===== src/rtl/wb_pkg.sv =====
// Shared types and default sizing for the writeback stage and its GPR file.
package wb_pkg;

    typedef enum logic [1:0] {
        RD_ALU = 2'd0,
        RD_LSU = 2'd1,
        RD_CSR = 2'd2,
        RD_RSV = 2'd3
    } rd_sel_e;

    localparam int unsigned XLEN_DEF    = 32;
    localparam int unsigned NR_REGS_DEF = 32;
    localparam int unsigned CNT_W_DEF   = 2;

    typedef logic [CNT_W_DEF-1:0] sb_cnt_t;

endpackage


===== src/rtl/wb_stage_gpr_file.sv =====
// General-purpose register file with hardwired x0 and per-port bypass of the
// write happening in the same cycle.
module gpr_file #(
    parameter  int unsigned XLEN      = 32,
    parameter  int unsigned NR_REGS   = 32,
    parameter  int unsigned NR_RPORTS = 2,
    localparam int unsigned AW        = $clog2(NR_REGS)
) (
    input  logic                                clk,
    input  logic                                rst_n,
    input  logic                                wr_en,
    input  logic [AW-1:0]                       wr_addr,
    input  logic [XLEN-1:0]                     wr_data,
    input  logic [NR_RPORTS-1:0][AW-1:0]        rd_addr,
    output logic [NR_RPORTS-1:0][XLEN-1:0]      rd_data
);

    logic [XLEN-1:0] gpr_q [NR_REGS];
    logic [XLEN-1:0] gpr_d [NR_REGS];
    logic            wr_live;

    assign wr_live = wr_en & (wr_addr != '0);

    always_comb begin
        gpr_d = gpr_q;
        if (wr_live) begin
            gpr_d[wr_addr] = wr_data;
        end
    end

    always_ff @(posedge clk or negedge rst_n) begin
        if (!rst_n) begin
            for (int r = 0; r < NR_REGS; r++) begin
                gpr_q[r] <= '0;
            end
        end else begin
            gpr_q <= gpr_d;
        end
    end

    always_comb begin
        rd_data = '0;
        for (int i = 0; i < NR_RPORTS; i++) begin
            if (rd_addr[i] == '0) begin
                rd_data[i] = '0;
            end else if (wr_live && (wr_addr == rd_addr[i])) begin
                rd_data[i] = wr_data;
            end else begin
                rd_data[i] = gpr_q[rd_addr[i]];
            end
        end
    end

endmodule


===== src/rtl/wb_stage.sv =====
// Writeback stage: result select register, commit handshake, GPR write and
// a per-register pending-write scoreboard for decode RAW stalls.
module wb_stage
    import wb_pkg::*;
#(
    parameter  int unsigned XLEN      = XLEN_DEF,
    parameter  int unsigned NR_REGS   = NR_REGS_DEF,
    parameter  int unsigned NR_RPORTS = 2,
    parameter  int unsigned CNT_W     = CNT_W_DEF,
    localparam int unsigned AW        = $clog2(NR_REGS)
) (
    input  logic                           clk,
    input  logic                           rst_n,
    input  logic                           in_valid,
    output logic                           in_ready,
    input  logic [XLEN-1:0]                in_alu,
    input  logic [XLEN-1:0]                in_lsu_rdata,
    input  logic [XLEN-1:0]                in_csr_rdata,
    input  rd_sel_e                        in_rd_sel,
    input  logic                           in_rd_wen,
    input  logic [AW-1:0]                  in_rd_addr,
    output logic                           commit_valid,
    input  logic                           commit_ready,
    output logic                           commit_rd_wen,
    output logic [AW-1:0]                  commit_rd_addr,
    output logic [XLEN-1:0]                commit_rd_data,
    input  logic [NR_RPORTS-1:0][AW-1:0]   rs_addr,
    output logic [NR_RPORTS-1:0][XLEN-1:0] rs_data,
    output logic [NR_RPORTS-1:0]           rs_busy,
    input  logic                           iss_valid,
    input  logic                           iss_rd_wen,
    input  logic [AW-1:0]                  iss_rd_addr,
    output logic                           sb_overflow
);

    localparam logic [CNT_W-1:0] CNT_MAX = '1;
    localparam logic [CNT_W-1:0] CNT_ONE = CNT_W'(1);

    logic            wb_valid_q, wb_valid_d;
    logic            rd_wen_q,   rd_wen_d;
    logic [AW-1:0]   rd_addr_q,  rd_addr_d;
    logic [XLEN-1:0] rd_data_q,  rd_data_d;
    logic            ovf_q,      ovf_d;
    logic [CNT_W-1:0] cnt_q [NR_REGS];
    logic [CNT_W-1:0] cnt_d [NR_REGS];
    logic [NR_REGS-1:0] sb_inc, sb_dec;
    logic            fire, accept, wr_en;

    assign fire     = wb_valid_q & commit_ready;
    assign in_ready = ~wb_valid_q | commit_ready;
    assign accept   = in_valid & in_ready;
    assign wr_en    = fire & rd_wen_q & (rd_addr_q != '0);

    always_comb begin
        wb_valid_d = wb_valid_q;
        rd_wen_d   = rd_wen_q;
        rd_addr_d  = rd_addr_q;
        rd_data_d  = rd_data_q;
        if (accept) begin
            wb_valid_d = 1'b1;
            rd_wen_d   = in_rd_wen;
            rd_addr_d  = in_rd_addr;
            case (in_rd_sel)
                RD_LSU:  rd_data_d = in_lsu_rdata;
                RD_CSR:  rd_data_d = in_csr_rdata;
                default: rd_data_d = in_alu;
            endcase
        end else if (fire) begin
            wb_valid_d = 1'b0;
        end
    end

    always_comb begin
        sb_inc = '0;
        sb_dec = '0;
        for (int r = 1; r < NR_REGS; r++) begin
            sb_inc[r] = iss_valid & iss_rd_wen & (iss_rd_addr == AW'(r));
            sb_dec[r] = wr_en & (rd_addr_q == AW'(r));
        end
    end

    // Simultaneous issue and retire on one register cancel out, including at saturation.
    always_comb begin
        ovf_d    = ovf_q;
        cnt_d[0] = '0;
        for (int r = 1; r < NR_REGS; r++) begin
            cnt_d[r] = cnt_q[r];
            if (sb_inc[r] && !sb_dec[r]) begin
                if (cnt_q[r] == CNT_MAX) begin
                    ovf_d = 1'b1;
                end else begin
                    cnt_d[r] = cnt_q[r] + 1'b1;
                end
            end else if (sb_dec[r] && !sb_inc[r] && (cnt_q[r] != '0)) begin
                cnt_d[r] = cnt_q[r] - 1'b1;
            end
        end
    end

    // A retiring last write releases the stall in its own fire cycle.
    always_comb begin
        rs_busy = '0;
        for (int i = 0; i < NR_RPORTS; i++) begin
            rs_busy[i] = (rs_addr[i] != '0) && (cnt_q[rs_addr[i]] != '0) &&
                         !(sb_dec[rs_addr[i]] && (cnt_q[rs_addr[i]] == CNT_ONE));
        end
    end

    always_ff @(posedge clk or negedge rst_n) begin
        if (!rst_n) begin
            wb_valid_q <= 1'b0;
            rd_wen_q   <= 1'b0;
            rd_addr_q  <= '0;
            rd_data_q  <= '0;
            ovf_q      <= 1'b0;
            for (int r = 0; r < NR_REGS; r++) begin
                cnt_q[r] <= '0;
            end
        end else begin
            wb_valid_q <= wb_valid_d;
            rd_wen_q   <= rd_wen_d;
            rd_addr_q  <= rd_addr_d;
            rd_data_q  <= rd_data_d;
            ovf_q      <= ovf_d;
            cnt_q      <= cnt_d;
        end
    end

    assign commit_valid   = wb_valid_q;
    assign commit_rd_wen  = rd_wen_q;
    assign commit_rd_addr = rd_addr_q;
    assign commit_rd_data = rd_data_q;
    assign sb_overflow    = ovf_q;

    gpr_file #(
        .XLEN      (XLEN),
        .NR_REGS   (NR_REGS),
        .NR_RPORTS (NR_RPORTS)
    ) u_gpr_file (
        .clk     (clk),
        .rst_n   (rst_n),
        .wr_en   (wr_en),
        .wr_addr (rd_addr_q),
        .wr_data (rd_data_q),
        .rd_addr (rs_addr),
        .rd_data (rs_data)
    );

endmodule

===== config.mk =====
export PLATFORM = sky130hd
export DESIGN_NAME = wb_stage
export DESIGN_NICKNAME = d
export VERILOG_FILES = /design/src/rtl/wb_pkg.sv /design/src/rtl/wb_stage_gpr_file.sv /design/src/rtl/wb_stage.sv
export SDC_FILE = /design/constraint.sdc
export NUM_CORES = 2
export LEC_CHECK = 0
export BUFFER_PORTS_ARGS = -buffer_cell sky130_fd_sc_hd__clkbuf_2
export CAP_MARGIN = 10
export CORE_MARGIN = 2
export CORE_UTILIZATION = 26
export CTS_BUF_LIST = sky130_fd_sc_hd__clkbuf_2
export DETAILED_ROUTE_END_ITERATION = 7
export PLACE_DENSITY = 0.44
export SYNTH_ARGS = -nofsm -noshare
export SYNTH_HDL_FRONTEND = slang
export SYNTH_SLANG_ARGS = --single-unit

===== constraint.sdc =====
create_clock -name clk -period 5.3 [get_ports clk]
set_input_delay 0.265 -clock clk [delete_from_list [all_inputs] [get_ports clk]]
set_output_delay 0.265 -clock clk [all_outputs]
set_load 0.01 [all_outputs]

# == Word level (Yosys, flattened, before mapping) ==
# Index checks and enable logic that the tools add are counted.
# word_totals
out_inout_bits,107
in_bits,125
mem_bits_ro,0
latch_bits,0
wordCells,787
reg_bits,1126
memories,0
ram_bits,0
# op_classes
eq_ne,130
add_sub_neg,62
n_div,0
mux,181
n_reduce_logical,267
n_mul,0
shift,0
n_lt_le_gt_ge,6
bitwise,73
# op_table
op,count
$bwmux W1024,1
$bmux W32 S5,2
$mux W32,9
$mux W2,97
$demux W32 S5,1
$eq A5 B5 Y1 const B,32
$reduce_bool A2 Y1,65
$logic_and A1 B1 Y1,102
$eq A5 B4 Y1 const B,16
$and A1 B1 Y1,68
$mux W1,66
$eq A2 B2 Y1 const B,32
$logic_not A1 Y1,64
$pmux W32 S2,1
$add A2 B1 Y2 const B,31
$ne A2 B2 Y1 const B,31
$reduce_and A2 Y1,31
$sub A2 B1 Y2 const B,31
$eq A5 B3 Y1 const B,8
$bmux W2 S5,2
$eq A5 B2 Y1 const B,4
$ge A6 B6 Y1 const B,3
$not A5 Y6,3
$reduce_bool A5 Y1,3
other kinds (9),16

# == Logic depth before layout (Yosys ltp) ==
# depth
ltp_word,67
ltp_mapped,10
depth_no_buf,6

# == Modules after synthesis ==
# Synthesis repeated with hierarchy kept, for this count alone.
# unflattened
cells_unflattened,4824
area_unflattened_um2,62787.7
# by_module_without_submodules
module,seq_area_each_um2,instances,area_each_um2,cells_per_inst
gpr_file,25624.6,1,55579.6,3952
wb_stage,2552.4,1,7208.2,872

# == Least setup slack after synthesis ==
# Ideal clock, no wire load.
# synth_path
path_type,input to output
from,in rs_addr[0] (netlist name)
to,out rs_data[10] (netlist name)
arrival_ps,2148
setup_slack_ps,2887
stages,6
n_path_buf,2
t_required_ps,5035
path_cell_list,buf_2 > clkbuf_1 > mux4_2 > mux4_2 > a21oi_1 > a21oi_1
# synth_rtl
element,line_no,rtl
from (decl),wb_stage.sv:27,"input logic [NR_RPORTS-1:0][AW-1:0] rs_addr,"
to (decl),wb_stage.sv:28,"output logic [NR_RPORTS-1:0][XLEN-1:0] rs_data,"

==> results by group <==
Power
  – P_int: 0.01510 W
  – Flop pwr share: 48.3%
  – Max VDD drop: 0.1975 mV
  – Pwr dens: 322.1 mW/mm^2
  – Static leakage: 33.30 nW
  – Final Power: 0.02303 W
  – Clk network pwr share: 29.4%
  – Sw Share: 34.45%
  – Switching pwr: 0.007935 W
  – Combinational fraction of design power: 22.3%

Die
  – Core area: 0.2350 sq mm
  – Die H: 489.7 microns
  – Die Wd: 489.7 microns
  – Initial Utilization: 26.10%
  – Row cnt: 178
  – I/O pin cnt: 232
  – Die Area: 0.2398 sq mm

STA
  – Slew Viols, Final: 0
  – Worst Tran Pin Value: 1.341 ns
  – Fin. Hold Viols: 0
  – Max_slew headroom: 10.24%
  – FMAX: 196.9 MHz
  – Post-layout minimum cycle time: 5.079 ns
  – Setup violators final: 0
  – Clk_skew: 0.1946 ns
  – Final worst path period share: 95.83%
  – Setup_tns: 0 ns

Drt
  – Post-route ant nets: 0
  – Via count: 47,530
  – Avg Vias per Cell: 5.192
  – WL/cell: 27.45 microns
  – Final wirelength: 251.3 mm
  – DRT iter0 DRCs: 4,194
  – Count of TritonRoute iterations in the first routing pass: 8
  – DRC errors left: 0

CTS
  – Worst-skew pair later-pin latency: 1.87 ns
  – H-Tree Depth: 5
  – CTS Buffer Depth: 4
  – CTS Sinks: 1,126
  – Reg clk slew, reported paths: 0.10 ns
  – CTS tree: yes
  – Clock root buffer: clkbuf_2
  – TritonCTS buffer count: 343

Logic synthesis
  – Syn nets: 5,421
  – Syn avg cell area: 11.58 sq um
  – Most frequent cells after synthesis: 1,536 x nand2_1, 1,126 x dfrtp_1, 602 x mux4_2
  – Main area contributors after synthesis: dfrtp_1 46%, mux4_2 22%, nand2_1 9.4%
  – Number of distinct library cells after synthesis: 65
  – Netlist Area Pre-Place: 0.06133 sq mm
  – Synth top area share: 45.94%
  – Leading area contributor after synthesis: dfrtp_1
  – Main synth FF type: dfrtp_1
  – Register bit total from synthesis: 1,126
  – EDFF count, synth: 0
  – Post-Synthesis Cells: 5,294
  – Seq/Total Area, Yosys: 45.94%
  – Count leader, synth: nand2_1
  – Post-synth ARST share: 100.0%
  – Ys Warns: 0

Place
  – Post-Place Cell Area: 0.06604 sq mm
  – Gp weighted congestion: 0.8174
  – DP HPWL: 144.2 mm
  – PortBufs: 231

Worst setup path
  – Critical path startpoint category: flop
  – Crit-path max FO: 23
  – Critical-path top delay cell: buf_4
  – Crit path DAT: 4.81 ns
  – CP Capture Type: output port
  – Delay-heaviest family, CP: simple AND/OR/NAND/NOR gates
  – Worst-path cell chain: or2_2 -> a21oi_1 -> and4_2 -> o21bai_4 -> buf_4 -> nor4_1 -> a21o_1 -> clkbuf_2
  – Type of the worst setup path: reg -> out
  – CP Buf/Inv Count: 2
  – Required @ worst endpoint: 5.04 ns
  – CP peak stage delay: 0.66 ns

Finish
  – Final net count: 5,880
  – Layout area overhead: 16.60%
  – Design area: 0.07151 sq mm
  – Share of layout cells above drive strength 1: 34.59%

Global route
  – Total grt overflow: 0
  – Initial antenna violation count: 12
  – First-pass GRT wire length: 358.1 mm
  – Largest net degree at the start of global routing: 167
  – Vias in the first global route: 48,440
  – GRT Util Overall: 20.80%

Min path
  – Worst Hold Class: in -> reg

Flow run
  – Number of max-cap violations: 0

Run status
  – Status: finished clean
## state kept, by name, summed over array words and instances, names as in the netlist
signal	cells
sb_overflow	1
commit_rd_addr	5
commit_rd_wen	1
commit_rd_data	32
commit_valid	1
cnt_q	62
u_gpr_file.gpr_q	1024
## power groups by stage
stage	Combinational (W)	Clock, W	Sequential, W
floorplan	0.00344	0	0.0108
global placement	0.00486	0	0.0112
detailed placement	0.00493	0	0.0113
CTS	0.00517	0.00701	0.0111
global route	0.00556	0.00748	0.0113
finish	0.00513	0.00678	0.0111
## cells by family after synthesis
logic type | synth area share [%]
compound gates | 5.053
xor+xnor | 0.1143
fa+ha+maj | 0.04080
buf+inv | 3.709
flops | 45.94
mux | 32.42
simple gates | 12.72
## through the flow
stage	utilization (%)	instances	hold slack, ns	worst slack, ns
6_report	30.43	9154	0.3613	0.2213
5_1_grt	30.43	9153	0.2699	-0.005209
4_1_cts	30.42	9141	0.1882	0.03625
3_5_place_dp	28.10	8305	0.3392	1.676
3_3_place_gp	28.08	8302	0.3327	1.576
2_1_floorplan	-	5294	-0.03059	2.887
## worst min-delay path, delay by kind of cell
| family | cells | cell delay (ns) |
|---|---|---|
| buffers and inverters | 3 | 1.23 |
| and+or+nand+nor | 3 | 0.42 |
| AOI/OAI and AO/OA | 2 | 0.15 |
## per-layer routing
metal	GRT usage, %	vias up	wire length (microns)
met5	0	-	13
met4	7.698	2	9361
met3	3.709	525	15440
met2	34.22	1906	120200
met1	27.32	24900	106200
li1	-	20200	-
## timing repair
item / in CTS / in global routing
gates resized for setup: 3 / 0
hold buffers: 253 / 0
hold endpoints to repair: 1913 / 0
buffers inserted: 0 / 0
endpoints found under the setup margin: 2 / 0
## cell usage in the layout, fill, tap and decap left out, types with 10 or more instances in the layout
| master | Yosys | final |
|---|---|---|
| mux2_2 | 504 | 504 |
| nand2_1 | 1536 | 1532 |
| dfrtp_1 | 1126 | 1126 |
| nand4_1 | 14 | 14 |
| nor2_1 | 183 | 173 |
| mux4_2 | 602 | 602 |
| inv_1 | 10 | 10 |
| a21oi_1 | 125 | 125 |
| dlygate4sd3_1 | 0 | 252 |
| clkinv_1 | 1 | 69 |
| o22ai_1 | 107 | 105 |
| nand3_1 | 49 | 33 |
| diode_2 | 0 | 13 |
| clkbuf_2 | 0 | 719 |
| and3_1 | 17 | 17 |
| nor3_1 | 30 | 22 |
| nor4_1 | 35 | 35 |
| a21o_1 | 36 | 36 |
| nor2_4 | 0 | 12 |
| buf_12 | 0 | 23 |
| o21ai_0 | 151 | 151 |
| buf_4 | 28 | 125 |
| nand2b_1 | 14 | 14 |
| a22oi_1 | 37 | 37 |
| mux2i_1 | 65 | 65 |
## final timing paths
path                                   startpoint                      to  slack, ns  depth (start not counted)
setup / recovery                commit_rd_addr[3]             rs_data[34]       0.22                          8
hold / removal                     iss_rd_addr[1]               cnt_q[44]       0.36                          8
setup reg to reg                commit_rd_addr[4]               cnt_q[57]       1.30                          8
hold reg to reg            u_gpr_file.gpr_q[1018]  u_gpr_file.gpr_q[1018]       0.40                          0
max in group asynchronous                   rst_n               cnt_q[22]       3.01                          7
min in group asynchronous                   rst_n   u_gpr_file.gpr_q[762]       0.80                          6
## area by class of cell
cell class	count	area (sq um)
clock buffers	498	2492
flip-flops and latches	1126	28180
fillers	24180	163500
multi-input cells	3640	31260
repair buffers	631	5172
inverters	11	46.29
clock inverters	85	382.9
diodes	13	32.53
well taps	3150	3941
No activity file was read; power rests on OpenSTA's default activity.
